**src/rtl/lsu.sv**
```systemverilog
// lsu: byte/half/word load-store unit over a word-addressed data memory,
// with sign/zero-extended loads and two-cycle read-modify-write sub-word stores.
module lsu #(
  parameter int DM_AW = 7
) (
  input  logic              clk,
  input  logic              rst_n,
  input  logic              req,
  input  logic              we,
  input  logic [1:0]        size,
  input  logic              unsigned_ld,
  input  logic [31:0]       addr,
  input  logic [31:0]       wdata,
  output logic [31:0]       rdata,
  output logic              stall,
  output logic              done,
  output logic              misalign,
  output logic [DM_AW-1:0]  dm_addr,
  output logic              dm_read,
  output logic              dm_write,
  output logic [31:0]       dm_wdata,
  input  logic [31:0]       dm_rdata
);
  typedef enum logic {IDLE, RMW_WR} state_t;
  state_t state, state_n;
  logic [31:0] merge_q, merge_d;
  logic [DM_AW-1:0] addr_q, addr_d;
  logic legal;
  logic [4:0] sh;
  logic [31:0] lane, bmask, ld, merged;
  logic unused_addr;
  assign unused_addr = ^addr[31:DM_AW+2];
  assign legal = (size == 2'b00) || (size == 2'b01 && !addr[0]) || (size == 2'b10 && addr[1:0] == 2'b00);
  assign sh    = size == 2'b00 ? {addr[1:0], 3'b000} : {addr[1], 4'b0000};
  assign lane  = dm_rdata >> sh;
  assign bmask = (size == 2'b00 ? 32'h0000_00ff : 32'h0000_ffff) << sh;
  assign ld    = size == 2'b00 ? {{24{~unsigned_ld & lane[7]}}, lane[7:0]} :
                 size == 2'b01 ? {{16{~unsigned_ld & lane[15]}}, lane[15:0]} : dm_rdata;
  assign merged = (dm_rdata & ~bmask) | ((wdata << sh) & bmask);
  always_comb begin
    state_n  = state;
    merge_d  = merge_q;
    addr_d   = addr_q;
    rdata    = '0;
    stall    = 1'b0;
    done     = 1'b0;
    misalign = 1'b0;
    dm_addr  = addr[DM_AW+1:2];
    dm_read  = 1'b0;
    dm_write = 1'b0;
    dm_wdata = '0;
    if (state == RMW_WR) begin
      dm_addr  = addr_q;
      dm_write = 1'b1;
      dm_wdata = merge_q;
      done     = 1'b1;
      state_n  = IDLE;
    end else if (req) begin
      if (!legal) begin
        misalign = 1'b1;
        done     = 1'b1;
      end else if (!we) begin
        dm_read = 1'b1;
        rdata   = ld;
        done    = 1'b1;
      end else if (size == 2'b10) begin
        dm_write = 1'b1;
        dm_wdata = wdata;
        done     = 1'b1;
      end else begin
        dm_read = 1'b1;
        stall   = 1'b1;
        merge_d = merged;
        addr_d  = addr[DM_AW+1:2];
        state_n = RMW_WR;
      end
    end
    // reset gates every output, which also cancels an in-flight RMW commit
    if (!rst_n) begin
      rdata    = '0;
      stall    = 1'b0;
      done     = 1'b0;
      misalign = 1'b0;
      dm_addr  = '0;
      dm_read  = 1'b0;
      dm_write = 1'b0;
      dm_wdata = '0;
    end
  end
  always_ff @(posedge clk) begin
    if (!rst_n) begin
      state   <= IDLE;
      merge_q <= '0;
      addr_q  <= '0;
    end else begin
      state   <= state_n;
      merge_q <= merge_d;
      addr_q  <= addr_d;
    end
  end
endmodule

```
**config.mk**
```make
export PLATFORM = sky130hd
export DESIGN_NAME = lsu
export DESIGN_NICKNAME = d
export VERILOG_FILES = /design/src/rtl/lsu.sv
export SDC_FILE = /design/constraint.sdc
export NUM_CORES = 1
export LEC_CHECK = 0
export ABC_AREA = 1
export ABC_CLOCK_PERIOD_IN_PS = 3400
export CAP_MARGIN = 20
export CORE_UTILIZATION = 30
export CTS_CLUSTER_DIAMETER = 30
export DETAILED_ROUTE_END_ITERATION = 8
export SYNTH_ARGS = -nofsm -noshare
export SYNTH_HDL_FRONTEND = slang
export SYNTH_SLANG_ARGS = --single-unit
export TNS_END_PERCENT = 20
```
**constraint.sdc**
```tcl
create_clock -name clk -period 3.4 [get_ports clk]
set_clock_uncertainty 0.1 [all_clocks]
set_input_delay 0.51 -clock clk [delete_from_list [all_inputs] [get_ports clk]]
set_output_delay 0.51 -clock clk [all_outputs]
set_load 0.05 [all_outputs]
```
=== After elaboration in Yosys (flattened, before gate mapping) ===
Index checks and enable logic that the tools add are counted.

* Flip-flop bits (word level): 40
* Input port bits: 103
* Word-level logic and storage cells: 68
* Bits in read-only memories: 0
* Memories: 0
* Output and inout bits: 76
* Latch bits: 0
* Bits in writable memories: 0

* Shift operators: 3
* $lt $le $gt $ge: 0
* Equality and inequality tests: 2
* Multipliers: 0
* Muxes and demuxes: 43
* Reduce and logical (&&, ||, !) cells: 8
* Add/sub/neg operators: 0
* Divide/modulo/power cells: 0
* Bitwise operators: 9

{| class="wikitable"
|+ Operators with widths
! cell !! count
|-
| $mux W32 || 13
|-
| $and A32 B32 Y32 || 2
|-
| $not A32 Y32 || 1
|-
| $or A32 B32 Y32 || 1
|-
| $shl A16 B5 Y32 || 1
|-
| $shl A32 B5 Y32 || 1
|-
| $shr A32 B5 Y16 || 1
|-
| $mux W1 || 26
|-
| $mux W16 || 1
|-
| $mux W7 || 2
|-
| $reduce_and A5 Y1 || 1
|-
| $logic_not A2 Y1 || 2
|-
| $mux W4 || 1
|-
| $not A1 Y1 || 3
|-
| $and A1 B1 Y1 || 2
|-
| $eq A2 B1 Y1 const B || 1
|-
| $eq A2 B2 Y1 const B || 1
|-
| $logic_and A1 B1 Y1 || 2
|-
| $logic_or A1 B1 Y1 || 2
|-
| $logic_not A1 Y1 || 1
|}

=== Depth between registers and ports, before layout ===
Gate-level depths: netlist (run 1).

* Depth after elaboration: 11
* Gate-level depth with buffers: 10
* Gate-level depth less buffers: 9

=== Worst setup path before layout (run 1) ===
Ideal clock, no wire load.

* Kind: in2out
* From: input size[1]
* To: output rdata[1]
* Buffers on the path: 1
* Data arrival time: 2113 ps
* Cell stages on the path: 8
* Data required time: 2790 ps
* Slack: 677 ps
* Cell sequence: nor2_4 -> nand2_4 -> buf_6 -> nor2_4 -> nand2_1 -> o21ai_0 -> nand2_1 -> a21oi_1

* Word-level cells in the longest chain between the ends: 10
* Elaborated cells between the ends (all ways): 16
* Those cells by class: eq/ne (2); shift (1); mux (8); reduce/logical (5)

{| class="wikitable"
|+ Ends and longest elaborated chain
! what !! RTL line !! text
|-
| start, declared || 10 || <nowiki>input logic [1:0] size,</nowiki>
|-
| $logic_not A2 Y1 || 33, 34, 37 ||
|-
| $mux W4 || 34 || <nowiki>assign sh = size == 2'b00 ? {addr[1:0], 3'b000} : {addr[1], 4'b0000};</nowiki>
|-
| $shr A32 B5 Y16 || 35 || <nowiki>assign lane = dm_rdata >> sh;</nowiki>
|-
| $mux W32 || 38 || <nowiki>size == 2'b01 ? {{16{~unsigned_ld & lane[15]}}, lane[15:0]} : dm_rdata;</nowiki>
|-
| $mux W32 || 37 || <nowiki>assign ld = size == 2'b00 ? {{24{~unsigned_ld & lane[7]}}, lane[7:0]} :</nowiki>
|-
| $mux W32 || 62 || <nowiki>end else if (!we) begin</nowiki>
|-
| $mux W32 (*) || 59 || <nowiki>if (!legal) begin</nowiki>
|-
| $mux W32 (*) || 58 || <nowiki>end else if (req) begin</nowiki>
|-
| $mux W32 (*) || 52 || <nowiki>if (state == RMW_WR) begin</nowiki>
|-
| $mux W32 (*) || 79 || <nowiki>if (!rst_n) begin</nowiki>
|-
| end, declared || 14 || <nowiki>output logic [31:0] rdata,</nowiki>
|}

Mark *: on every way between the ends. The rest lies on a longest branch, timed or not.

=== Worst setup path after layout (run 1) ===
* From: input size[1]
* To: output rdata[3]

The elaborated chain is that of the path after synthesis.

==> results of run 1 <==
routing by layer:
metal / share of wire (%) / wire length, um / vias to the layer above / track usage, %
met1: 44 / 6557 / 2186 / 33.49
met2: 46 / 6841 / 235 / 40.71
met3: 8.5 / 1264 / 16 / 3.998
li1: - / - / 2352 / -
met5: 0 / 0 / - / 0
met4: 1.2 / 178 / 0 / 4.857
layout make-up:
cell class              instances  area share [%]
clock buffers                   6           2.304
clock inverters                 2          0.6434
inverters                      51           3.176
multi-input cells             500           37.57
flip-flops and latches         40           13.28
well taps                     143           2.968
repair buffers                177           40.06
worst max path at each step:
stage | cells past startpoint | startpoint | to
floorplan | 8 | size[1] | rdata[1]
global placement | 9 | size[1] | rdata[3]
detailed placement | 7 | size[1] | rdata[24]
CTS | 7 | size[1] | rdata[24]
global route | 7 | size[1] | rdata[16]
finish | 9 | size[1] | rdata[3]
critical path: cells and delay by family:
family                 cells  cell delay [ns]
buffers and inverters      2             0.71
and+or+nand+nor            5             0.97
AOI/OAI and AO/OA          2             0.44
where the power goes:
part           total [W]  internal [W]  switching, W
registers       0.000498      0.000488     0.0000100
clock network   0.000563      0.000368      0.000195
logic           0.000528      0.000218      0.000310
total            0.00159       0.00107      0.000515
cell families (layout without fill, tap and decap cells):
logic type / count (synthesis) / count (layout)
AO/OA/AOI/OAI: 146 / 146
buffers and inverters: 100 / 236
flip-flops: 40 / 40
AND/OR/NAND/NOR: 354 / 354
flip-flops by register name, summed over array words and instances, names as in the netlist:
| signal | flops |
|---|---|
| state | 1 |
| addr_q | 7 |
| merge_q | 32 |
cells in the final DEF, fill, tap and decap left out:
cell type	instances
nor2_1	96
nor3b_1	1
clkinv_4	1
nor2_4	2
nand3_1	30
clkbuf_8	1
nand2_4	1
a21oi_2	3
clkdlybuf4s50_1	79
nor4_4	1
o22ai_1	4
o211ai_1	1
a211oi_1	1
nor2_2	3
nand4_1	32
dfxtp_1	40
nand3_2	1
buf_12	71
a21oi_1	71
nand2_2	1
o21ai_0	55
nor3_2	1
clkbuf_16	5
nand2_1	185
buf_4	27
bufinv_16	1
o21ai_1	11
inv_2	4
inv_1	47
through the flow:
step	instances	utilization (%)	total power, W	worst slack (ns)	instance area, um^2
CTS	919	53.02	0.001594	0.1497	6028
floorplan	640	-	0.0007773	0.6774	3498
global placement	911	51.46	0.001026	0.1756	5851
detailed placement	911	51.46	0.001030	0.1632	5851
finish	919	53.02	0.001588	0.1522	6028
global route	919	53.02	0.001659	0.004092	6028
==> results.json, run 1 <==
{
  "grt_max_degree": 58,
  "netlist_area_um2": 3498,
  "setup-violations-final": 0,
  "crit_chain": "clkdlybuf4s50_1 > nor2_4 > nand2_4 > nor2_4 > nand2_1 > o21ai_0 > nand2_1 > a21oi_1 > buf_12",
  "area_delta_synth_final_pct": 72.32,
  "worst_slew_pin_slew_ns": 0.6125,
  "layout_min_cycle_time_ns": 3.248,
  "maxSlewHeadroom_pct": 59.17,
  "start_util_pct": 30.77,
  "core_um2": 11370,
  "ys_ff_latch": 40,
  "die_w_um": 110.0,
  "multiInputGateArea_um2": 2265,
  "grt_pass1_vias": 4436,
  "clk_latency_ns": 0.28,
  "globalplace.congestion": 0.8985,
  "cp_slowest_cell": "clkdlybuf4s50_1",
  "hold_ws_ns": 0.3622,
  "synth_compound_area_share_pct": 21.49,
  "htreeDepth": 2,
  "ctsHoldBuffers": 0,
  "crit_fanout": 18,
  "vias_per_cell": 5.211,
  "root_buffer": "clkbuf_16",
  "ios": 179,
  "regArea_um2": 800.8,
  "num_rows": 39,
  "syn_inst": 640,
  "worstReg2RegStart": "state$_DFF_P_",
  "fill_cells": 1132,
  "cts_sinks": 40,
  "via_count": 4789,
  "synth_top_area_cell": "dfxtp_1",
  "required_ns": 2.79,
  "hold_path.class": "flop to flop",
  "synth_mux_area_share_pct": 0,
  "maxSlewViolCount": 0,
  "holdPathStages": 2,
  "rr_endpoint": "merge_q[29]$_SDFFE_PN0P_",
  "ys_top_cells_by_area": "dfxtp_1, nand2_1, nor2_1",
  "arrival_ns": 2.64,
  "status": "finished clean",
  "drcViolationCount": 0,
  "cts_tree": "yes",
  "rsz0062_at_grt": "false",
  "synth_top_area_share_pct": 22.89,
  "wl_um": 14840,
  "worstSetupEndpointType": "primary output",
  "hold_end": "merge_q[7]$_SDFFE_PN0P_",
  "synthAdderAreaFrac_pct": 0,
  "firstDrtPassIters": 5,
  "die-height_um": 110.0,
  "drtIter0Drc": 417,
  "grt_overflow": 0,
  "fmax_mhz": 307.9,
  "p_leak_nw": 2.515,
  "min-delay-start": "merge_q[7]$_SDFFE_PN0P_",
  "post_cts_buffers": 0,
  "worstSetupPathType": "input pin to primary output",
  "worstSetupStartpointType": "input pin",
  "avgSynthCellArea_um2": 5.466,
  "yosysWarnings": 0,
  "synth-edff-count": 0,
  "fin_crit_sh_pct": 95.52,
  "drt-wirelength-per-cell_um": 16.15,
  "finalSetupTns_ns": 0,
  "r2r_slack_ns": 1.51,
  "yosys.area_share.simple_pct": 43.17,
  "grt_usage_pct": 24.56,
  "drv_cap": 0,
  "clkTransAtPathRegs_ns": 0.06,
  "die_area_um2": 12100,
  "finalHoldViolCount": 0,
  "grt_pass1_wl_um": 23000,
  "cts_buffers": 5,
  "synthXorXnorAreaFrac_pct": 0,
  "hpwlAfterDp_um": 11490,
  "fin_nets": 878,
  "antenna_found_initial": 0,
  "synth_cell_types": 26,
  "ys.flop_type": "dfxtp_1",
  "portBuffers": 155,
  "synth_most_common_cell": "nand2_1",
  "cts-resized-gates": 0,
  "ff2ff_path_depth": 6,
  "synth-async-reset-ratio_pct": 0,
  "n_antenna_cell": 0,
  "synth_top_family_by_area": "simple AND/OR/NAND/NOR gates",
  "ant_nets": 0,
  "power.density_nw_per_um2": 263.5,
  "cpPeakStageDelay_ns": 0.52,
  "cts_buffer_depth": 2,
  "vdd_drop_max_mv": 0.2581,
  "drive_gt1_share_pct": 15.85,
  "ys_seq_area_share_pct": 22.89,
  "syn_nets": 743,
  "synthTopCellsByCount": "nand2_1, nor2_1, a21oi_1, o21ai_0, inv_1"
}
(Power assumes the default switching activity.)
==> run 2, diff against run 1 <==
--- a/config.mk
+++ b/config.mk
@@ -11,6 +11,8 @@
 export CORE_UTILIZATION = 30
 export CTS_CLUSTER_DIAMETER = 30
 export DETAILED_ROUTE_END_ITERATION = 8
+export GPL_ROUTABILITY_DRIVEN = 0
+export SETUP_SLACK_MARGIN = 0.5
 export SYNTH_ARGS = -nofsm -noshare
 export SYNTH_HDL_FRONTEND = slang
 export SYNTH_SLANG_ARGS = --single-unit
==> run 2 against run 1 <==
  * Power grew 0.56%
  * Clock-buffer cell count down 1
  * Sequential share of layout area decreased by 0.57 points
  * Cell area up 4.7%
  * Maximum frequency grew 12%
  * Die area stayed put
  * Global-route usage down 0.13 points
  * Hold slack improved by 0.0022 ns
  * Core utilization up 2.5 points
  * Via count rose by 0.17%
  * Routed wire length shrank 1.4%
==> results.json, run 2 (synthesis gave the netlist of run 1 again) <==
{
  "grt_max_degree": 58,
  "final_cell_mix": "nand2_1, clkdlybuf4s50_1, nor2_1, buf_12, o21ai_0",
  "ant_nets": 0,
  "required_ns": 2.79,
  "cts_sinks": 40,
  "cts_buffers": 5,
  "hpwlAfterDp_um": 11080,
  "maxSlewHeadroom_pct": 49.02,
  "grt_usage_pct": 24.43,
  "firstDrtPassIters": 5,
  "antenna_found_initial": 0,
  "wl_met2_um": 6633,
  "clkTransAtPathRegs_ns": 0.07,
  "regMostFlops": "merge_q",
  "hold_path.class": "flop to flop",
  "worstSetupEndpointType": "primary output",
  "grt_pass1_vias": 4557,
  "fin_crit_sh_pct": 85.60,
  "routed.top_layer": "met4",
  "worstSetupStartpointType": "input pin",
  "via_count": 4797,
  "layout_commonest_cell": "nand2_1",
  "start_util_pct": 30.77,
  "largest_reg_flops": 32,
  "placed_area_um2": 5836,
  "die-height_um": 110.0,
  "finalSetupTns_ns": 0,
  "vdd_drop_max_mv": 0.2303,
  "drive_gt1_share_pct": 24.81,
  "ios": 179,
  "drtIter0Drc": 338,
  "area_delta_synth_final_pct": 80.36,
  "arrival_ns": 2.30,
  "grt_overflow": 0,
  "n_antenna_cell": 0,
  "hold_ws_ns": 0.3644,
  "root_buffer": "clkbuf_16",
  "status": "finished clean",
  "cts_buffer_depth": 2,
  "wirelength_met1_um": 6433,
  "wl_um": 14630,
  "cts_tree": "yes",
  "fin_nets": 880,
  "worst_slew_pin_slew_ns": 0.7646,
  "layout_min_cycle_time_ns": 2.910,
  "fmax_mhz": 343.6,
  "crit_fanout": 16,
  "rsz0062_at_grt": "true",
  "vias_per_cell": 5.208,
  "maxSlewViolCount": 0,
  "met3_length_um": 1232,
  "final_area_um2": 6310,
  "power.density_nw_per_um2": 253.1,
  "drv_cap": 0,
  "die_area_um2": 12100,
  "drcViolationCount": 0,
  "worstSetupPathType": "input pin to primary output",
  "utilization_pct": 55.50,
  "die_w_um": 110.0,
  "fin_ws_ns": 0.4897,
  "top_regs": "merge_q x32, addr_q x7, state x1",
  "finalHoldViolCount": 0,
  "p_leak_nw": 2.538,
  "grt_pass1_wl_um": 22910,
  "htreeDepth": 2,
  "portBuffers": 155,
  "num_rows": 39,
  "clk_latency_ns": 0.29,
  "preCtsSetupSlack_ns": 0.1641,
  "drt-wirelength-per-cell_um": 15.89,
  "core_um2": 11370,
  "setup-violations-final": 0
}
==> run 2: worst paths after layout <==
check,start,endpoint,slack (ns),cells after the start
worst min register to register,addr_q[1]$_SDFFE_PN0P_,addr_q[1]$_SDFFE_PN0P_,0.36,2
worst max-delay path,addr[1],rdata[25],0.49,10
worst max register to register,state$_DFF_P_,merge_q[28]$_SDFFE_PN0P_,1.43,6
worst min-delay path,addr_q[1]$_SDFFE_PN0P_,addr_q[1]$_SDFFE_PN0P_,0.36,2
==> run 2: through the flow <==
step	power (W)	cells
after detailed placement	0.001026	909
after CTS	0.001593	921
after global placement	0.001023	909
final	0.001597	921
after floorplan	0.0007773	640
after global routing	0.001666	921
==> run 2: layout make-up <==
class	count	area, um^2
Clock buffer	5	125.1
Clock inverter	3	47.55
Fill cell	1124	5060
Inverter	51	198.9
Multi-Input combinational cell	500	2502
Sequential cell	40	802.0
Tap cell	143	178.9
Timing Repair Buffer	179	2455
==> run 2: power breakdown <==
part           total, W  internal, W  switching [W]
registers      0.000498     0.000488      0.0000106
clock network  0.000549     0.000349       0.000201
logic          0.000550     0.000226       0.000323
total           0.00160      0.00106       0.000534
==> run 2: layer usage <==
layer  up-vias  track usage (%)
met5         -                0
met4         0            7.810
met3        28            5.232
met2       218            39.82
met1      2189            31.97
li1       2362                -
==> run 2: timing repair <==
item | CTS | global route
hold buffers | 0 | 0
pin swaps | 2 | 1
gates resized for setup | 57 | 21
endpoints found under the setup margin | 66 | 63
buffers inserted | 4 | 0
==> run 2: worst max-delay path: stages <==
cell and delay, ns:
clkdlybuf4s50_1 0.56, buf_6 0.19, clkinvlp_4 0.14, nand3_1 0.12, nand3_1 0.09, nand2_2 0.12
nand3_4 0.09, buf_12 0.16, nor2_2 0.14, buf_12 0.15
